`src/rtl/startup_edge_monitor.sv`:
```
// startup_edge_monitor
// Synchronizes an asynchronous input, emits registered one-cycle pulses on its
// rising and falling edges, counts edges (saturating at 255) and tracks startup
// progress in a four-state FSM: IDLE -> COUNT -> READY, with a TOUT exit taken
// when no edge arrives within TIMEOUT cycles. READY and TOUT hold until clear
// or reset. Edge detection keeps running in every state.
module startup_edge_monitor #(
  parameter int unsigned SYNC_STAGES = 2,     // 2..4
  parameter int unsigned EDGE_COUNT  = 3,     // 1..255
  parameter int unsigned TIMEOUT     = 255,   // 0 disables the timeout
  parameter logic        RESET_LEVEL = 1'b0
) (
  input  logic       clk,
  input  logic       rst_n,
  input  logic       i,
  input  logic       clear,
  output logic       pos_o,
  output logic       neg_o,
  output logic [7:0] edge_count,
  output logic       ready,
  output logic       timeout,
  output logic [1:0] state
);

  typedef enum logic [1:0] {
    ST_IDLE  = 2'd0,
    ST_COUNT = 2'd1,
    ST_READY = 2'd2,
    ST_TOUT  = 2'd3
  } state_e;

  localparam logic [7:0]  EDGE_TARGET = 8'(EDGE_COUNT);
  localparam logic [15:0] TIMEOUT_VAL = 16'(TIMEOUT);
  localparam logic        TIMEOUT_EN  = (TIMEOUT != 32'd0);

  // synchronizer, history and pulse registers
  logic [SYNC_STAGES-1:0] sync_q;
  logic                   hist_q;
  logic                   pos_q;
  logic                   neg_q;

  // monitor registers
  logic [7:0]  cnt_q;
  logic [15:0] timer_q;
  state_e      state_q;
  logic        ready_q;
  logic        timeout_q;

  // next-value helpers for the FSM
  logic        edge_d;
  logic [7:0]  cnt_d;
  logic [15:0] timer_d;
  logic        cnt_hit_d;
  logic        tmo_hit_d;

  // The FSM reacts to the registered pulse, one cycle after it is visible.
  assign edge_d    = pos_q | neg_q;
  assign cnt_d     = (cnt_q == 8'hFF) ? cnt_q : (cnt_q + 8'd1);
  assign cnt_hit_d = (cnt_d >= EDGE_TARGET);
  assign timer_d   = timer_q + 16'd1;
  // With the timeout disabled the timer may wrap freely; the compare is gated.
  assign tmo_hit_d = TIMEOUT_EN && (timer_d == TIMEOUT_VAL);

  // Input synchronizer chain, history flop and registered edge pulses.
  always_ff @(posedge clk or negedge rst_n) begin
    if (!rst_n) begin
      sync_q <= {SYNC_STAGES{RESET_LEVEL}};
      hist_q <= RESET_LEVEL;
      pos_q  <= 1'b0;
      neg_q  <= 1'b0;
    end else begin
      sync_q <= {sync_q[SYNC_STAGES-2:0], i};
      hist_q <= sync_q[SYNC_STAGES-1];
      pos_q  <= sync_q[SYNC_STAGES-1] & ~hist_q;
      neg_q  <= ~sync_q[SYNC_STAGES-1] & hist_q;
    end
  end

  // Startup FSM with edge counter, idle timer and registered status flags.
  always_ff @(posedge clk or negedge rst_n) begin
    if (!rst_n) begin
      state_q   <= ST_IDLE;
      cnt_q     <= 8'd0;
      timer_q   <= 16'd0;
      ready_q   <= 1'b0;
      timeout_q <= 1'b0;
    end else if (clear) begin
      // Restart the monitor; an edge arriving together with clear is dropped.
      state_q   <= ST_IDLE;
      cnt_q     <= 8'd0;
      timer_q   <= 16'd0;
      ready_q   <= 1'b0;
      timeout_q <= 1'b0;
    end else begin
      case (state_q)
        ST_IDLE, ST_COUNT: begin
          if (edge_d) begin
            // An edge always beats a coinciding timeout.
            cnt_q   <= cnt_d;
            timer_q <= 16'd0;
            if (cnt_hit_d) begin
              state_q <= ST_READY;
              ready_q <= 1'b1;
            end else begin
              state_q <= ST_COUNT;
            end
          end else begin
            timer_q <= timer_d;
            if (tmo_hit_d) begin
              state_q   <= ST_TOUT;
              timeout_q <= 1'b1;
            end else begin
              state_q <= state_q;
            end
          end
        end
        ST_READY: begin
          // Keep counting edges (saturating); the timer is frozen here.
          if (edge_d) begin
            cnt_q <= cnt_d;
          end else begin
            cnt_q <= cnt_q;
          end
        end
        ST_TOUT: begin
          // Terminal: count and timer frozen until clear or reset.
          state_q <= ST_TOUT;
        end
        default: begin
          state_q   <= ST_IDLE;
          cnt_q     <= 8'd0;
          timer_q   <= 16'd0;
          ready_q   <= 1'b0;
          timeout_q <= 1'b0;
        end
      endcase
    end
  end

  assign pos_o      = pos_q;
  assign neg_o      = neg_q;
  assign edge_count = cnt_q;
  assign ready      = ready_q;
  assign timeout    = timeout_q;
  assign state      = state_q;

endmodule
```
`config.mk`:
```
export PLATFORM = sky130hd
export DESIGN_NAME = startup_edge_monitor
export DESIGN_NICKNAME = d
export VERILOG_FILES = /design/src/rtl/startup_edge_monitor.sv
export SDC_FILE = /design/constraint.sdc
export NUM_CORES = 1
export LEC_CHECK = 0
export CORE_MARGIN = 5
export CORE_UTILIZATION = 57
export CTS_BUF_LIST = sky130_fd_sc_hd__clkbuf_4
export DETAILED_ROUTE_END_ITERATION = 16
export PLACE_DENSITY = 0.79
export SETUP_SLACK_MARGIN = 0.3
export SLEW_MARGIN = 20
export SYNTH_ARGS = -nofsm -noshare
export SYNTH_HDL_FRONTEND = slang
export SYNTH_SLANG_ARGS = --single-unit
```
`constraint.sdc`:
```
create_clock -name clk -period 2.4 [get_ports clk]
set_input_delay 0.36 -clock clk [delete_from_list [all_inputs] [get_ports clk]]
set_output_delay 0.36 -clock clk [all_outputs]
set_load 0.02 [all_outputs]
```
==> flow_summary.yaml, run 1 <==
timing:
  max_freq_ghz: 0.514
  hold_viol: 0
  grt_setup_unrepaired: "false"
  tns_ps: 0
  tightest_slew_ps: 656
  finClkSkew_ps: 4.44
  drv_slew: 0
  period_minus_slack_ps: 1950
  setup_viol: 0
  final.period_utilization: 0.811
  slew_headroom: 0.562
outcome:
  outcome: "finished clean"
worst_hold_path:
  min_from: "sync_q[0]$_DFF_PN0_"
  hold_path.class: "flop to flop"
floorplan:
  fp.dieW_um: 68.7
  die_area_um2: 4730
  num_rows: 21
  core_area_um2: 3340
  ioPinCount: 18
  die_h_um: 68.7
  start_util: 0.589
critical_path:
  crit_start: "timer_q[1]$_DFFE_PN0P_"
  rr_startpoint: "timer_q[1]$_DFFE_PN0P_"
  worstPathArrival_ps: 2180
  cp-end-kind: "flop"
  slowest_delay_ps: 430
  timing.setup.critical_path_class: "flop to flop"
  crit_required_ps: 2640
  crit_chain: "ha_2 -> and3_4 -> and3_4 -> mux2i_1 -> a31oi_1 -> a31o_1 -> o32ai_2"
  r2r_slack_ps: 450
  critical_path.max_fanout: 8
  cp_common_cell: "and3_4"
  slowest_stage: "dfrtp_2"
  crit_path_start_kind: "flop"
cells_and_area:
  syn2layout_area_growth_pct: 14.3
  nets: 241
  nFillCells: 270
  multiInputGateArea_um2: 1090
  register_area_um2: 828
  diodes: 0
  drive_above_1_share: 0.128
  layout.cells.non_filler: 281
route:
  firstDrtPassIters: 6
  vias_per_cell: 6.00
  wl_per_cell_um: 14.7
  drc: 0
  wl_um: 4140
  vias: 1686
  dr.first_iter.drc_count: 98
  ant_nets: 0
global_route:
  grt_antenna_before_repair: 0
  overflow: 0
  use_met2: 0.299
  grt_max_degree: 34
  grtUsageMet3: 0.0519
  grt_pass1_vias: 1598
  grt_pass1_wl_um: 7250
  grt_use_met1: 0.297
  grt_usage: 0.204
  grt.busiest_layer: "met2"
yosys:
  ys_seq_area_frac: 0.420
  syn_nets: 222
  ys_warn_count: 0
  postSynthAreaPerCell_um2: 9.15
  syn_area_um2: 1970
  yosysUniqueCellTypes: 51
  synth_ff_type: "dfrtp_1"
  syn_inst: 215
  ys_ff_latch: 33
  synth_edf_count: 0
  async_reset_ff_frac: 1.00
power:
  irDropWorstVdd_mv: 0.365
  power_switching_w: 0.000289
  power.internal_w: 0.000767
  cellLeakagePower_nw: 0.918
  seq_power_share: 0.568
  p_comb_frac: 0.155
  power_density_nw_per_um2: 470
  swShare: 0.274
  power_frac_clock: 0.277
placed_design:
  dp_hpwl_um: 3040
  gp_congestion: 0.918
  dp.cells: 273
  io_buffer_count: 17
clocking:
  htreeDepth: 2
  path_clk_slew_ps: 90
  insertion_delay_ps: 320
  clkSinkCount: 33
  cts-root-buf: "clkbuf_4"
  ctsHoldBuffers: 0
  cts_setup_buffers: 0
  cts_made_buffers: 5
  cts_tree: "built"
  cts_buffer_depth: 2
job:
  drv_cap: 0
-- cells by family after synthesis --
kind of cell / Yosys count / share of synthesized area
AOI/OAI and AO/OA: 57 / 0.179
xor gates and xnor gates: 8 / 0.0356
adders and majority gates: 3 / 0.0191
buffers and inverters: 14 / 0.0356
DFF: 33 / 0.420
muxes: 5 / 0.0254
and+or+nand+nor: 95 / 0.285
-- cell type report --
| class | count | area share |
|---|---|---|
| sequential | 33 | 0.368 |
| multi-input combinational | 168 | 0.484 |
| inverter | 5 | 0.00835 |
| tap | 46 | 0.0256 |
| clock buffer | 6 | 0.0200 |
| timing repair buffer | 21 | 0.0890 |
| clock inverter | 2 | 0.00445 |
-- layer usage --
metal  wire length, um  up-vias
met5                 0        -
met2              1880       65
met4                61        0
met3               287        8
li1                  -      825
met1              1910      788
-- repair_timing --
item,in CTS,in global routing
endpoints found under the setup margin,0,4
gates resized for setup,0,6
hold endpoints to repair,0,0
-- Yosys cell counts, types with 3 or more instances --
cell      count  area, um^2
nand3_1       9        45.0
nor2_1       21        78.8
o21ai_0      23         115
nand4_1       6        37.5
dfrtp_1      33         826
clkbuf_1      5        18.8
a31oi_1       6        37.5
xnor2_1       4        35.0
a21oi_1       9        45.0
o31ai_1       4        30.0
nand2_1      22        82.6
o211ai_1      3        22.5
ha_1          3        37.5
nor3_1        6        30.0
nor2b_1       4        25.0
inv_1         5        18.8
xor2_1        4        35.0
mux2i_1       5        50.1
-- cell usage in the layout (no fill, tap or decap), types with 3 or more instances in the layout --
| cell | synthesis | final |
|---|---|---|
| nand4_1 | 6 | 6 |
| nor2_1 | 21 | 21 |
| nor3_1 | 6 | 6 |
| inv_1 | 5 | 5 |
| xnor2_1 | 4 | 4 |
| nand2_1 | 22 | 22 |
| a31oi_1 | 6 | 5 |
| nand3_1 | 9 | 9 |
| o21ai_0 | 23 | 23 |
| mux2i_1 | 5 | 5 |
| xor2_1 | 4 | 4 |
| clkdlybuf4s50_1 | 0 | 17 |
| dfrtp_1 | 33 | 31 |
| o211ai_1 | 3 | 3 |
| nor2b_1 | 4 | 4 |
| a21oi_1 | 9 | 9 |
| buf_4 | 0 | 4 |
| clkbuf_4 | 0 | 6 |
| o31ai_1 | 4 | 4 |
-- through the flow --
| step | utilization | power [W] | setup WS [ps] | hold slack [ps] | instance area, um^2 |
|---|---|---|---|---|---|
| 4_1_cts | 0.668 | 0.00106 | 308 | 377 | 2230 |
| 3_5_place_dp | 0.651 | 0.000772 | 331 | 341 | 2170 |
| 3_3_place_gp | 0.651 | 0.000770 | 428 | 351 | 2170 |
| 5_1_grt | 0.674 | 0.00112 | 299 | 399 | 2250 |
| 2_1_floorplan | - | 0.000701 | 463 | 64.4 | 1970 |
| 6_report | 0.674 | 0.00106 | 453 | 378 | 2250 |
-- path summary, 6_finish.rpt --
kind | endpoint | cells past startpoint
min in group asynchronous | ready$_DFFE_PN0P_ | 2
worst max-delay path | state[1]$_DFFE_PN0P_ | 7
worst min-delay path | sync_q[1]$_DFF_PN0_ | 0
worst min register to register | sync_q[1]$_DFF_PN0_ | 0
worst max register to register | state[1]$_DFFE_PN0P_ | 7
max in group asynchronous | timer_q[1]$_DFFE_PN0P_ | 2
-- sequential cells by signal, indices dropped and copies added, names as in the netlist --
| signal | flops |
|---|---|
| timeout | 1 |
| sync_q | 2 |
| edge_count | 8 |
| ready | 1 |
| timer_q | 16 |
| state | 2 |
| neg_o | 1 |
| pos_o | 1 |
| hist_q | 1 |
-- power groups by stage --
stage                     logic (W)  clock network [W]  registers, W
after floorplan           0.0000800                  0      0.000621
after global placement     0.000160                  0      0.000609
after detailed placement   0.000161                  0      0.000610
after CTS                  0.000162           0.000302      0.000599
after global routing       0.000184           0.000332      0.000606
final                      0.000164           0.000292      0.000600
-- critical path: cells and delay by family (launching register included) --
family / cells / cell delay (ps)
fa+ha+maj: 1 / 260
flops: 1 / 430
compound gates: 3 / 560
simple gates: 2 / 430
mux: 1 / 180
Power figures use the tool's default switching activity.
==> run 2, diff against run 1 <==
- clock period: 2.4 -> 1.9 ns (I/O delays scaled with it)
==> flow_summary.yaml, run 2 (same netlist as run 1, synthesis figures left out) <==
placed_design:
  io_buffer_count: 17
  gp_congestion: 0.941
  post-place-ws_ps: -49.4
  dp_hpwl_um: 3180
timing:
  hold_viol: 0
  finClkSkew_ps: 12.3
  tightest_slew_ps: 406
  drv_slew: 0
  period_minus_slack_ps: 1810
  max_freq_ghz: 0.553
  grt_setup_unrepaired: "true"
  slew_headroom: 0.729
  setup_viol: 0
  final.period_utilization: 0.952
  tns_ps: 0
  setup_ws_ps: 92.1
cells_and_area:
  register_area_um2: 837
  nets: 264
  nFillCells: 238
  final_cell_mix: "buf_4 (25), dfrtp_1 (24), nand2_1 (20)"
  final_common_cell: "buf_4"
  largest_reg_flops: 16
  regMostFlops: "timer_q"
  drive_above_1_share: 0.283
  syn2layout_area_growth_pct: 29.4
  diodes: 0
  multiInputGateArea_um2: 1180
floorplan:
  die_h_um: 68.7
  core_area_um2: 3340
  num_rows: 21
  die_area_um2: 4730
  ioPinCount: 18
  start_util: 0.589
  fp.dieW_um: 68.7
power:
  p_comb_frac: 0.171
  irDropWorstVdd_mv: 0.434
  swShare: 0.272
  cellLeakagePower_nw: 1.13
  power_frac_clock: 0.337
  power_switching_w: 0.000424
  seq_power_share: 0.492
  power_density_nw_per_um2: 612
  power.internal_w: 0.00113
clocking:
  insertion_delay_ps: 340
  path_clk_slew_ps: 110
  cts_tree: "built"
  htreeDepth: 2
  cts_buffer_depth: 2
  cts-root-buf: "clkbuf_4"
  ctsHoldBuffers: 0
  clkSinkCount: 33
  cts_made_buffers: 5
outcome:
  outcome: "finished clean"
critical_path:
  timing.setup.critical_path_class: "flop to flop"
  critical_path.max_fanout: 7
  worstPathArrival_ps: 2070
  crit_required_ps: 2160
  cp-end-kind: "flop"
  reg2reg_depth: 6
  crit_path_start_kind: "flop"
route:
  vias_per_cell: 6.20
  ant_nets: 0
  drc: 0
  wl_per_cell_um: 17.1
  vias: 1886
  wl_um: 5200
  dr.first_iter.drc_count: 151
  firstDrtPassIters: 5
global_route:
  grt_pass1_wl_um: 7980
  grt_antenna_before_repair: 0
  overflow: 0
  grt_usage: 0.232
  grt_pass1_vias: 1739
  grt_max_degree: 34
worst_hold_path:
  hold_path.class: "primary input to asynchronous set/reset pin"
job:
  drv_cap: 0
## run 2: timing repair
| action | in CTS | in global routing |
|---|---|---|
| gates resized for setup | 20 | 28 |
| endpoints found under the setup margin | 22 | 25 |
| buffers inserted | 7 | 10 |
| pin swaps | 6 | 15 |
## run 2: layout make-up
| class | count | area share |
|---|---|---|
| repair buffers | 44 | 0.145 |
| clock inverters | 2 | 0.0133 |
| clock buffers | 6 | 0.0177 |
| flip-flops and latches | 33 | 0.329 |
| well taps | 46 | 0.0226 |
| inverters | 5 | 0.00737 |
| multi-input cells | 168 | 0.465 |
## run 2: final timing paths
kind	from	endpoint	slack (ps)
worst min register to register	sync_q[0]$_DFF_PN0_	sync_q[1]$_DFF_PN0_	370
worst max register to register	timer_q[5]$_DFFE_PN0P_	state[1]$_DFFE_PN0P_	90
worst max-delay path	timer_q[5]$_DFFE_PN0P_	state[1]$_DFFE_PN0P_	90
min in group clk	sync_q[0]$_DFF_PN0_	sync_q[1]$_DFF_PN0_	370
worst min-delay path	rst_n	state[0]$_DFFE_PN0P_	330
max in group asynchronous	rst_n	timer_q[0]$_DFFE_PN0P_	1250
## run 2: power groups by stage
| stage | clock network (W) | registers, W | logic [W] |
|---|---|---|---|
| after floorplan | 0 | 0.000791 | 0.000104 |
| after global routing | 0.000578 | 0.000771 | 0.000291 |
| after detailed placement | 0 | 0.000777 | 0.000219 |
| after CTS | 0.000533 | 0.000760 | 0.000232 |
| after global placement | 0 | 0.000775 | 0.000213 |
| final | 0.000525 | 0.000766 | 0.000266 |
## run 2: metrics by stage
step | hold slack (ps) | cell area [um^2] | utilization | instances | total power [W]
6_report | 328 | 2540 | 0.763 | 304 | 0.00156
3_3_place_gp | 343 | 2260 | 0.678 | 279 | 0.000988
2_1_floorplan | -10.6 | 2000 | - | 215 | 0.000895
5_1_grt | 341 | 2540 | 0.763 | 304 | 0.00164
4_1_cts | 339 | 2400 | 0.718 | 294 | 0.00152
3_5_place_dp | 340 | 2260 | 0.678 | 279 | 0.000996
## run 2: critical path, stage by stage, from the launching register on
cell and delay [ps]:
dfrtp_2 460, nand4_4 230, nor4_4 400, nand3_1 120
o31ai_1 110, nand3b_1 160, o32ai_2 260
## run 2: metal layers
| metal | routed length [um] | part of all wire | global-route usage | up-vias |
|---|---|---|---|---|
| met2 | 2510 | 0.48 | 0.331 | 96 |
| met1 | 2120 | 0.41 | 0.307 | 905 |
| met3 | 417 | 0.080 | 0.0648 | 15 |
| met5 | 0 | 0 | 0 | - |
| met4 | 144 | 0.028 | 0.146 | 0 |
| li1 | - | - | - | 870 |
==> run 3, diff against run 2 <==
- ABC_AREA: not set -> 1
- SKIP_LAST_GASP: not set -> 1
- SLEW_MARGIN: 20 -> 25
==> flow_summary.yaml, run 3 <==
placed_design:
  post-place-ws_ps: 99.5
  gp_congestion: 0.929
  io_buffer_count: 17
  dp_hpwl_um: 3110
cells_and_area:
  final_cell_mix: "nand2_1 (63), inv_1 (36), nand3_1 (31)"
  final_common_cell: "nand2_1"
  multiInputGateArea_um2: 1030
  diodes: 0
  regMostFlops: "timer_q"
  nets: 308
  nFillCells: 249
  drive_above_1_share: 0.219
  largest_reg_flops: 16
  register_area_um2: 835
  syn2layout_area_growth_pct: 28.8
timing:
  max_freq_ghz: 0.569
  slew_headroom: 0.691
  drv_slew: 0
  setup_ws_ps: 143
  hold_viol: 0
  period_minus_slack_ps: 1760
  tns_ps: 0
  tightest_slew_ps: 463
  finClkSkew_ps: 9.12
  setup_viol: 0
  grt_setup_unrepaired: "true"
  final.period_utilization: 0.924
global_route:
  grt_use_met1: 0.305
  grtUsageMet3: 0.0566
  grt_pass1_wl_um: 7590
  grt_pass1_vias: 1648
  grt.busiest_layer: "met2"
  grt_max_degree: 34
  grt_antenna_before_repair: 0
  overflow: 0
  grt_usage: 0.226
  use_met2: 0.351
route:
  drc: 0
  dr.first_iter.drc_count: 173
  wl_um: 4770
  vias_per_cell: 5.40
  wl_per_cell_um: 13.7
  ant_nets: 0
  vias: 1878
  firstDrtPassIters: 5
critical_path:
  crit_buf_inv: 0
  slowest_delay_ps: 440
  crit_required_ps: 2190
  timing.setup.critical_path_class: "flop to flop"
  worstPathArrival_ps: 2050
  cp_common_cell: "nand2_1"
  cp-end-kind: "flop"
  crit_family: "simple AND/OR/NAND/NOR gates"
  critical_path.max_fanout: 7
  slowest_stage: "dfrtp_1"
  crit_path_start_kind: "flop"
  crit_chain: "ha_4 -> nand2_4 -> nor2_4 -> nand2_1 -> nand2_2 -> nand2_2 -> nor2_2 -> nand3_1 -> nor2_2 -> nand3_2 -> nand2_1 -> nand3_1 -> nand2_1"
clocking:
  clkSinkCount: 33
  cts_tree: "built"
  cts_buffer_depth: 2
  path_clk_slew_ps: 110
  insertion_delay_ps: 350
  cts-root-buf: "clkbuf_4"
  htreeDepth: 2
  cts_made_buffers: 5
yosys:
  synth_most_common_cell: "nand2_1"
  ys_warn_count: 0
  synth_top_area_share: 0.434
  ys_seq_area_frac: 0.434
  ys_top_cells_by_count: "nand2_1 (68), inv_1 (38), nand3_1 (34)"
  synth_area_leader_cell: "dfrtp_1"
  yosys-top-cells-area: "dfrtp_1 (43%), nand2_1 (13%), nand3_1 (9.0%)"
  synth_edf_count: 0
  syn_nets: 269
  synth_ff_type: "dfrtp_1"
  postSynthAreaPerCell_um2: 7.25
  ys_ff_latch: 33
  syn_inst: 262
  yosysUniqueCellTypes: 24
  syn_area_um2: 1900
  async_reset_ff_frac: 1.00
power:
  power_density_nw_per_um2: 750
  irDropWorstVdd_mv: 0.736
  cellLeakagePower_nw: 1.17
worst_hold_path:
  hold_path.class: "primary input to asynchronous set/reset pin"
floorplan:
  die_area_um2: 4590
  die_h_um: 67.7
  core_area_um2: 3280
  fp.dieW_um: 67.7
  ioPinCount: 18
  num_rows: 21
  start_util: 0.579
outcome:
  outcome: "finished clean"
job:
  drv_cap: 0
run 3: cell families after synthesis:
group	Yosys count	synth area share
adders and majority gates	3	0.0198
AOI/OAI and AO/OA	34	0.0987
xor gates and xnor gates	6	0.0276
and+or+nand+nor	143	0.332
DFF	33	0.434
buffers and inverters	43	0.0869
run 3: path summary, 6_finish.rpt:
| check | end | startpoint | cells past startpoint | slack [ps] |
|---|---|---|---|---|
| setup / recovery | state[0]$_DFFE_PN0P_ | timer_q[1]$_DFFE_PN0P_ | 13 | 140 |
| hold / removal | edge_count[2]$_DFFE_PN0P_ | rst_n | 2 | 330 |
| setup reg to reg | state[0]$_DFFE_PN0P_ | timer_q[1]$_DFFE_PN0P_ | 13 | 140 |
| hold reg to reg | sync_q[1]$_DFF_PN0_ | sync_q[0]$_DFF_PN0_ | 0 | 370 |
| max in group asynchronous | timer_q[3]$_DFFE_PN0P_ | rst_n | 2 | 1250 |
| min in group clk | sync_q[1]$_DFF_PN0_ | sync_q[0]$_DFF_PN0_ | 0 | 370 |
run 3: area by class of cell:
type | count | share of cell area
Sequential cell | 33 | 0.341
Tap cell | 46 | 0.0235
Clock buffer | 5 | 0.0153
Inverter | 40 | 0.0613
Multi-Input combinational cell | 186 | 0.420
Clock inverter | 3 | 0.0169
Timing Repair Buffer | 35 | 0.122
run 3: repair_timing:
item | CTS | global route
hold endpoints to repair | 0 | 0
resized for setup | 20 | 30
buffers inserted | 9 | 6
endpoints found under the setup margin | 17 | 15
hold buffers | 0 | 0
pin swaps | 4 | 7
run 3: stage by stage:
stage | area (um^2) | cells | power [W] | util | hold slack, ps
final | 2450 | 348 | 0.00184 | 0.746 | 328
after global routing | 2450 | 348 | 0.00194 | 0.746 | 356
after CTS | 2310 | 342 | 0.00181 | 0.704 | 333
after detailed placement | 2160 | 325 | 0.00127 | 0.658 | 338
after global placement | 2160 | 325 | 0.00126 | 0.658 | 339
after floorplan | 1930 | 262 | 0.00109 | - | -10.6
run 3: where the power goes:
part           internal, W  leakage (nW)  total [W]  switching [W]
Clock             0.000272        0.0389   0.000526       0.000254
Combinational     0.000193         0.700   0.000492       0.000300
Sequential        0.000759         0.434   0.000818      0.0000593
run 3: routing by layer:
metal  vias to the layer above  wire length [um]  part of all wire
met5                         -                 0                 0
met4                         0                63             0.013
met3                         8               292             0.061
met2                        79              2320              0.49
met1                       862              2090              0.44
li1                        929                 -                 -
